## src/rtl/progress_tracker.sv

```systemverilog
// Segmented progress bar driven by pass events, with optional fail penalty.
// Define FAIL_PENALTY_EN to make fail_i step the bar back by one segment.
module progress_tracker #(
  parameter int SEGMENTS = 16,
  parameter int CNT_W    = 3
) (
  input  logic                             clk,
  input  logic                             reset,
  input  logic                             clear_i,
  input  logic                             pass_i,
  input  logic                             fail_i,
  input  logic [CNT_W-1:0]                 passes_per_seg,
  output logic [SEGMENTS-1:0]              progress_o,
  output logic [$clog2(SEGMENTS+1)-1:0]    level_o,
  output logic                             finished_o,
  output logic                             finished_pulse_o
);

  localparam int LW = $clog2(SEGMENTS+1);
  localparam logic [LW-1:0] FULL = LW'(SEGMENTS);
  localparam logic [LW-1:0] L1 = LW'(1);
  localparam logic [CNT_W:0] ONE_W = (CNT_W+1)'(1);

  typedef enum logic [1:0] {
    IDLE,
    RUN,
    DONE
  } state_t;

  state_t            state_q, state_d;
  logic [LW-1:0]     level_q, level_d;
  logic [CNT_W-1:0]  cnt_q, cnt_d;
  logic              pulse_q, pulse_d;
  logic [CNT_W-1:0]  thr;
  logic              hit;
  logic              fail_act;

  assign thr = (passes_per_seg == '0) ? CNT_W'(1) : passes_per_seg;

  // Extra bit keeps counter+1 from wrapping when the threshold drops.
  assign hit = ({1'b0, cnt_q} + ONE_W) >= {1'b0, thr};

`ifdef FAIL_PENALTY_EN
  assign fail_act = fail_i;
`else
  logic unused_fail;
  assign unused_fail = fail_i;
  assign fail_act    = 1'b0;
`endif

  always_comb begin
    state_d = state_q;
    level_d = level_q;
    cnt_d   = cnt_q;
    pulse_d = 1'b0;
    if (clear_i) begin
      state_d = IDLE;
      level_d = '0;
      cnt_d   = '0;
    end else begin
      unique case (state_q)
        IDLE, RUN: begin
          if (fail_act) begin
            cnt_d = '0;
            if (level_q > L1) begin
              level_d = level_q - L1;
              state_d = RUN;
            end else begin
              level_d = '0;
              state_d = IDLE;
            end
          end else if (pass_i) begin
            state_d = RUN;
            if (hit) begin
              cnt_d   = '0;
              level_d = level_q + L1;
              if (level_q == FULL - L1) begin
                state_d = DONE;
                pulse_d = 1'b1;
              end
            end else begin
              cnt_d = cnt_q + CNT_W'(1);
            end
          end
        end
        DONE: begin
          cnt_d   = '0;
          level_d = FULL;
        end
        default: begin
          state_d = IDLE;
          level_d = '0;
          cnt_d   = '0;
        end
      endcase
    end
  end

  always_ff @(posedge clk or posedge reset) begin
    if (reset) begin
      state_q <= IDLE;
      level_q <= '0;
      cnt_q   <= '0;
      pulse_q <= 1'b0;
    end else begin
      state_q <= state_d;
      level_q <= level_d;
      cnt_q   <= cnt_d;
      pulse_q <= pulse_d;
    end
  end

  for (genvar i = 0; i < SEGMENTS; i++) begin : g_bar
    assign progress_o[i] = (level_q > LW'(i));
  end

  assign level_o          = level_q;
  assign finished_o       = (state_q == DONE);
  assign finished_pulse_o = pulse_q;

endmodule

```

## config.mk

```make
export PLATFORM = sky130hd
export DESIGN_NAME = progress_tracker
export DESIGN_NICKNAME = d
export VERILOG_FILES = /design/src/rtl/progress_tracker.sv
export SDC_FILE = /design/constraint.sdc
export NUM_CORES = 1
export LEC_CHECK = 0
export ABC_AREA = 1
export BUFFER_PORTS_ARGS = -buffer_cell sky130_fd_sc_hd__buf_2
export CORE_MARGIN = 4
export CORE_UTILIZATION = 44
export CTS_CLUSTER_DIAMETER = 150
export DETAILED_ROUTE_END_ITERATION = 8
export PLACE_DENSITY = 0.8
export SKIP_LAST_GASP = 1
export SLEW_MARGIN = 20
export SYNTH_ARGS = -nofsm -noshare
export SYNTH_HDL_FRONTEND = slang
export SYNTH_SLANG_ARGS = --single-unit
```

## constraint.sdc

```tcl
create_clock -name clk -period 1.65 [get_ports clk]
set_input_delay 0.165 -clock clk [delete_from_list [all_inputs] [get_ports clk]]
set_output_delay 0.165 -clock clk [all_outputs]
set_load 0.01 [all_outputs]
```

-- Word-level counts from Yosys, hierarchy flattened
Index checks and enable logic that the tools add are counted.
W data, S select, Z words.
- add/sub/neg operators: 3
- $lt $le $gt $ge: 17
- equality and inequality tests: 6
- muxes and demuxes: 19
- reduce and logical (&&, ||, !) cells: 5
- operators with widths (kind ; count):
    $gt A5 B4 Y1 const B ; 8
    $gt A5 B3 Y1 const B ; 4
    $mux W3 ; 5
    $mux W5 ; 3
    $gt A5 B1 Y1 const B ; 2
    $gt A5 B2 Y1 const B ; 2
    $pmux W5 S2 ; 1
    $mux W2 ; 4
    $ne A3 B3 Y1 const B ; 2
    $add A5 B1 Y5 const B ; 1
    $eq A5 B4 Y1 const B ; 1
    $mux W1 ; 5
    $add A3 B1 Y4 const B ; 1
    $ge A4 B3 Y1 ; 1
    $pmux W2 S2 ; 1
    $reduce_and A2 Y1 ; 2
    $add A3 B1 Y3 const B ; 1
    $logic_not A3 Y1 ; 1
    $eq A2 B1 Y1 const B ; 1
    $eq A2 B2 Y1 const B ; 1
    $logic_not A2 Y1 ; 1
    $ne A2 B2 Y1 const B ; 1
    $reduce_or A2 Y1 ; 1
- bits in registers: 11
- input port bits: 8
- output and inout bits: 23
- word-level logic and storage cells: 54

-- Longest topological paths before layout
Gate-level depths: netlist of run 1.
- word-level depth: 7
- depth in mapped cells: 11
- mapped depth without buffers: 11

-- Worst setup path before layout of run 1
Ideal clock, no wire load.
- path kind: register to output
- start: register level_q[1], in the netlist level_o[1]
- end: output port progress_o[13]
- arrival: 1394 ps
- data required time: 1485 ps
- setup slack: 91 ps
- stages on the path, launching flop included: 4
- buffers on the path: 0
- cells stage by stage: dfrtp_1 -> inv_1 -> ha_1 -> o41ai_1
- cells in the longest elaborated chain, start to end: 1
- ends and longest elaborated chain (item ; line ; RTL):
    from (decl) ; 31 ; logic [LW-1:0] level_q, level_d;
    from (signal assigned) ; 107 ; level_q <= level_d;
    $gt A5 B4 Y1 ; 114 ; assign progress_o[i] = (level_q > LW'(i));
    to (decl) ; 13 ; output logic [SEGMENTS-1:0] progress_o,
No other way between the ends.

-- Worst setup path in the final report of run 1
- start: register level_q[0], in the netlist level_o[0]
- end: output port progress_o[3]
- cells in the longest elaborated chain, start to end: 1
- ends and longest elaborated chain (item ; line):
    $gt A5 B2 Y1 ; 114
No other way between the ends.

==> metrics.cfg, run 1 <==
[outcome]
outcome=complete, no violations

[timing]
hold_violations=0
worst_clock_skew_ns=0.01028
max_slew.worst_pin.slew_ns=0.4308
period_needed_ns=1.614
finalSetupViolCount=0
rsz0062_at_grt=yes
slew_headroom=0.7125
fmax_ghz=0.6194
drv_slew=0
finalCritPeriodShare=0.9784
fin_setup_tns_ns=0

[worst_setup_path]
cp.arrival_ns=1.45
start_kind=flip-flop
reg2reg_depth=9
required_ns=1.48
crit_path_end_kind=output pin
crit_type=flip-flop to output pin
crit_path_cell_trace=ha_2, buf_4, o31ai_2, buf_2
slowest_delay_ns=0.44
critPathMaxFanout=5
cp_slowest_cell=dfrtp_2

[global_routing]
grt_overflow=0
antenna_found_initial=0
groute.usage.overall=0.1714
grt_pass1_wl_um=3622
grt_max_degree=12
grt_pass1_vias=865

[placement]
dp.cells=181
port_buffers=29
gp_congestion=0.8017
hpwlAfterDp_um=1735

[drt]
drt_first_pass_iters=4
drc=0
drtIter0Drc=28
ant_nets=0
wl_per_cell_um=11.97
viasPerCell=4.926
wirelength_um=2251
via_count=926

[synthesis]
synth_area_um2=902.1
avgSynthCellArea_um2=7.394
ys_types=25
synth_nets=139
syn_inst=122
yosysWarnings=0
synth_seq_cells=11
seq_area_frac_synth=0.3051

[floorplanning]
rows=16
ios=31
start_util=0.4598
coreArea_mm2=0.001962
die_x_um=53.28
die_area_mm2=0.002839
dieHeight_um=53.28

[clock_tree]
cts_tree=built
htreeDepth=1
cts.clk_slew.worst_paths_ns=0.07
clkLatencyLatePin_ns=0.28
clock_path_buffers=2
numCtsBuffers=3
cts.sinks=11
cts-root-buf=clkbuf_4

[pwr]
p_clk_frac=0.262
p_switching_uw=239.1
p_int_uw=472.9
p_per_area_mw_per_mm2=569.6
switching_share=0.3358
power.leakage_nw=0.7051
p_comb_frac=0.320
total_power_uw=711.9
ir_worst_vdd_uv=613.0
power_frac_seq=0.418

[final_layout]
n_fill_cell=194
area_growth_pct=38.56
drive_gt1_frac=0.4348
nets=179
fin_cells=188
antenna_cells=0

[hold_path]
whs_path_depth=3
hold_path.class=input port to flip-flop

[flow_run]
cap_viol_max_count=0

-- what timing repair did --
| item | CTS | global route |
|---|---|---|
| buffers inserted | 0 | 2 |
| hold endpoints to repair | 11 | 0 |
| hold buffers | 1 | 0 |
| gates resized for setup | 5 | 18 |
| endpoints found under the setup margin | 7 | 19 |
| pin swaps | 1 | 6 |
-- critical path: cells and delay by family (launching register included) --
kind | cells | cell delay, ns
buffers and inverters | 2 | 0.31
flip-flops | 1 | 0.44
adder cells (fa/ha/maj) | 1 | 0.20
AO/OA/AOI/OAI | 1 | 0.23
-- power by group through the flow --
stage	clock, mW	sequential, mW	combinational [mW]
global placement	0	0.297	0.170
global route	0.203	0.299	0.259
finish	0.187	0.298	0.228
floorplan	0	0.304	0.103
CTS	0.192	0.293	0.186
detailed placement	0	0.299	0.178
-- layout by cell type (no fill, tap or decap), drive strengths merged, types with 2 or more instances in the layout --
cell type and count:
inv 23, nor2 13, xor2 2, nand2 30, clkbuf 4, a21oi 3, buf 36, dfrtp 11
o21bai 4, nand4 4, o21ai 8, ha 9, nand3 8
-- state kept, by name, summed over array words and instances, names as in the netlist --
register	count
cnt_q	3
level_o	5
finished_pulse_o	1
state_q	2
-- synth_stat cells --
library cell	instances	area [um2]
buf_6	1	11.26
a21oi_1	2	10.01
nand2_1	28	105.1
xor2_1	2	17.52
or2_1	1	6.260
nand4_1	4	25.02
o21bai_1	4	30.03
o21ai_0	5	25.02
nand3_1	8	40.04
inv_2	2	7.510
nand2_2	2	12.51
o21ai_2	2	17.52
a21oi_2	1	8.760
buf_4	1	7.510
o31ai_1	1	7.510
nor2_4	3	33.78
o21a_1	1	7.510
inv_1	21	78.83
o21ai_1	1	5.000
nor2_2	1	6.260
ha_1	9	112.6
nor2_1	9	33.78
o41ai_1	1	8.760
a32oi_1	1	8.760
dfrtp_1	11	275.3
-- layer usage --
layer / up-vias / wire length, um / track usage
met1: 412 / 995 / 0.2078
met2: 36 / 1074 / 0.3000
met5: - / 0 / 0
met4: 0 / 38 / 0.07660
li1: 473 / - / -
met3: 5 / 143 / 0.01690
-- through the flow --
| stage | setup slack (ns) | hold slack [ns] | area (um2) | util |
|---|---|---|---|---|
| final | 0.03566 | 0.1824 | 1250 | 0.6371 |
| after floorplan | 0.09121 | 0.01744 | 902.1 | - |
| after global routing | -0.03552 | 0.1986 | 1250 | 0.6371 |
| after CTS | -0.02093 | 0.1845 | 1159 | 0.5906 |
| after detailed placement | 0.009659 | 0.1825 | 1100 | 0.5606 |
| after global placement | 0.04789 | 0.1694 | 1100 | 0.5606 |
-- worst paths after layout --
kind	from	to	slack (ns)
setup / recovery	level_o[0]$_DFFE_PP0P_	progress_o[3]	0.04
hold / removal	pass_i	level_o[2]$_DFFE_PP0P_	0.18
setup reg to reg	cnt_q[1]$_DFFE_PP0P_	state_q[0]$_DFFE_PP0P_	0.05
hold reg to reg	state_q[0]$_DFFE_PP0P_	state_q[0]$_DFFE_PP0P_	0.52
max in group asynchronous	reset	level_o[0]$_DFFE_PP0P_	0.90
min in group asynchronous	reset	cnt_q[0]$_DFFE_PP0P_	0.42
-- logic make-up after synthesis --
kind of cell / synth area share
AOI/OAI and AO/OA: 0.1429
adders and majority gates: 0.1248
buffers and inverters: 0.1165
DFF: 0.3051
xor gates and xnor gates: 0.01942
and+or+nand+nor: 0.2913
-- layout make-up --
cell class	count	area (um2)	share of cell area
flip-flops and latches	11	280.3	0.2242
repair buffers	37	215.2	0.1722
well taps	27	33.78	0.02703
clock buffers	4	26.28	0.02102
inverters	23	86.33	0.06907
multi-input cells	86	608.1	0.4865
Power figures use the tool's default switching activity.
==> inputs of run 2 (changes only) <==
--- a/config.mk
+++ b/config.mk
@@ -12,8 +12,9 @@
 export CTS_CLUSTER_DIAMETER = 150
 export DETAILED_ROUTE_END_ITERATION = 8
 export PLACE_DENSITY = 0.8
+export REMOVE_ABC_BUFFERS = 1
 export SKIP_LAST_GASP = 1
-export SLEW_MARGIN = 20
+export SLEW_MARGIN = 5
 export SYNTH_ARGS = -nofsm -noshare
 export SYNTH_HDL_FRONTEND = slang
 export SYNTH_SLANG_ARGS = --single-unit
==> metrics.cfg, run 2 (same netlist as run 1, synthesis figures left out) <==
[drt]
wirelength_um=2421
via_count=960
ant_nets=0
drtIter0Drc=18
drt_first_pass_iters=4
drc=0
viasPerCell=4.923
wl_per_cell_um=12.42

[timing]
finalCritPeriodShare=1.007
fmax_ghz=0.6019
worst_clock_skew_ns=0.001436
rsz0062_at_grt=yes
period_needed_ns=1.662
finalSetupViolCount=1
worst_slack_ns=-0.01151
drv_slew=0
slew_headroom=0.7121
max_slew.worst_pin.slew_ns=0.4314
whs_ns=0.1934
fin_setup_tns_ns=-0.01151
hold_violations=0

[clock_tree]
htreeDepth=1
clkLatencyLatePin_ns=0.27
cts.clk_slew.worst_paths_ns=0.07
cts_tree=built
cts-root-buf=clkbuf_4
cts.sinks=11
clock_path_buffers=2
numCtsBuffers=3

[worst_setup_path]
reg2reg_depth=9
cp_slowest_cell=dfrtp_1
slowest_delay_ns=0.43
reg2reg_from=cnt_q[1]$_DFFE_PP0P_
crit_path_end_kind=output pin
required_ns=1.48
r2r-end=state_q[0]$_DFFE_PP0P_
critPathMaxFanout=4
crit_type=flip-flop to output pin
crit_path_cell_trace=ha_2, nand2_1, nor2_1, ha_1, a21oi_2, buf_2
cp.arrival_ns=1.50
start_kind=flip-flop
reg2reg_slack_ns=0.05

[global_routing]
gr-usage-met3=0.02535
grt_pass1_vias=876
grt_overflow=0
use_met1=0.1966
groute.usage.overall=0.1781
antenna_found_initial=0
busiest_layer=met2
grt_util_met2=0.3367
grt_pass1_wl_um=3712
grt_max_degree=12

[hold_path]
whs_path_depth=3
hold_path.class=input port to flip-flop
hold_end=level_o[2]$_DFFE_PP0P_
min_from=pass_i

[final_layout]
drive_gt1_frac=0.4464
nets=186
final_common_cell=buf_2
largest_register_ffs=5
final_core_util=0.6690
antenna_cells=0
final_cell_mix=buf_2 (29), nand2_1 (26), inv_1 (18)
area_growth_pct=45.49
final_area_mm2=0.001313

[floorplanning]
die_x_um=53.28
start_util=0.4598
ios=31
rows=16
die_area_mm2=0.002839
dieHeight_um=53.28
coreArea_mm2=0.001962

[pwr]
total_power_uw=721.7
ir_worst_vdd_uv=417.9
power.leakage_nw=0.7459
p_per_area_mw_per_mm2=549.8

[placement]
hpwlAfterDp_um=1824
port_buffers=29
gp_congestion=0.7809
placed_cell_area_mm2=0.001115

[outcome]
outcome=finished with violations
violations=negative setup slack

[flow_run]
cap_viol_max_count=0

[run 2: worst max-delay path by stage]
stage | slack (ns) | startpoint | end | depth (start not counted)
after CTS | -0.03 | level_o[1]$_DFFE_PP0P_ | progress_o[13] | 4
after global placement | 0.04 | cnt_q[0]$_DFFE_PP0P_ | level_o[4]$_DFFE_PP0P_ | 9
after floorplan | 0.09 | level_o[1]$_DFFE_PP0P_ | progress_o[13] | 3
after global routing | -0.06 | level_o[0]$_DFFE_PP0P_ | progress_o[15] | 6
final | -0.01 | level_o[0]$_DFFE_PP0P_ | progress_o[15] | 6
after detailed placement | -0.06 | cnt_q[0]$_DFFE_PP0P_ | level_o[4]$_DFFE_PP0P_ | 9
[run 2: final cells by class]
type | instances | area (um2)
fill | 180 | 649.4
multi-input combinational | 86 | 625.6
sequential | 11 | 276.5
timing repair buffer | 44 | 264.0
inverter | 23 | 86.33
tap | 27 | 33.78
clock buffer | 4 | 26.28
[run 2: routing by layer]
layer / wire length (um) / part of all wire
met1: 946 / 0.39
met5: 0 / 0
met4: 99 / 0.041
met2: 1234 / 0.51
met3: 141 / 0.058
[run 2: critical path, delay by kind of cell (launching register included)]
kind	cells	cell delay [ns]
and+or+nand+nor	2	0.11
buffers and inverters	1	0.15
DFF	1	0.43
adders and majority gates	2	0.43
AOI/OAI and AO/OA	1	0.12
[run 2: what timing repair did]
item,in CTS,in global routing
hold endpoints to repair,11,0
gates resized for setup,5,18
pin swaps,1,9
buffers inserted,3,4
endpoints found under the setup margin,17,18
hold buffers,1,0
[run 2: stage by stage]
stage / std cells / setup slack [ns]
finish: 195 / -0.01151
global route: 195 / -0.06419
CTS: 191 / -0.02516
detailed placement: 183 / -0.05815
global placement: 183 / 0.03757
floorplan: 120 / 0.09121
[run 2: power breakdown]
| part | switching [mW] | leakage [nW] | internal, mW |
|---|---|---|---|
| combinational | 0.142 | 0.582 | 0.104 |
| clock | 0.0865 | 0.0150 | 0.0936 |
| sequential | 0.0138 | 0.149 | 0.282 |
| total | 0.243 | 0.746 | 0.479 |
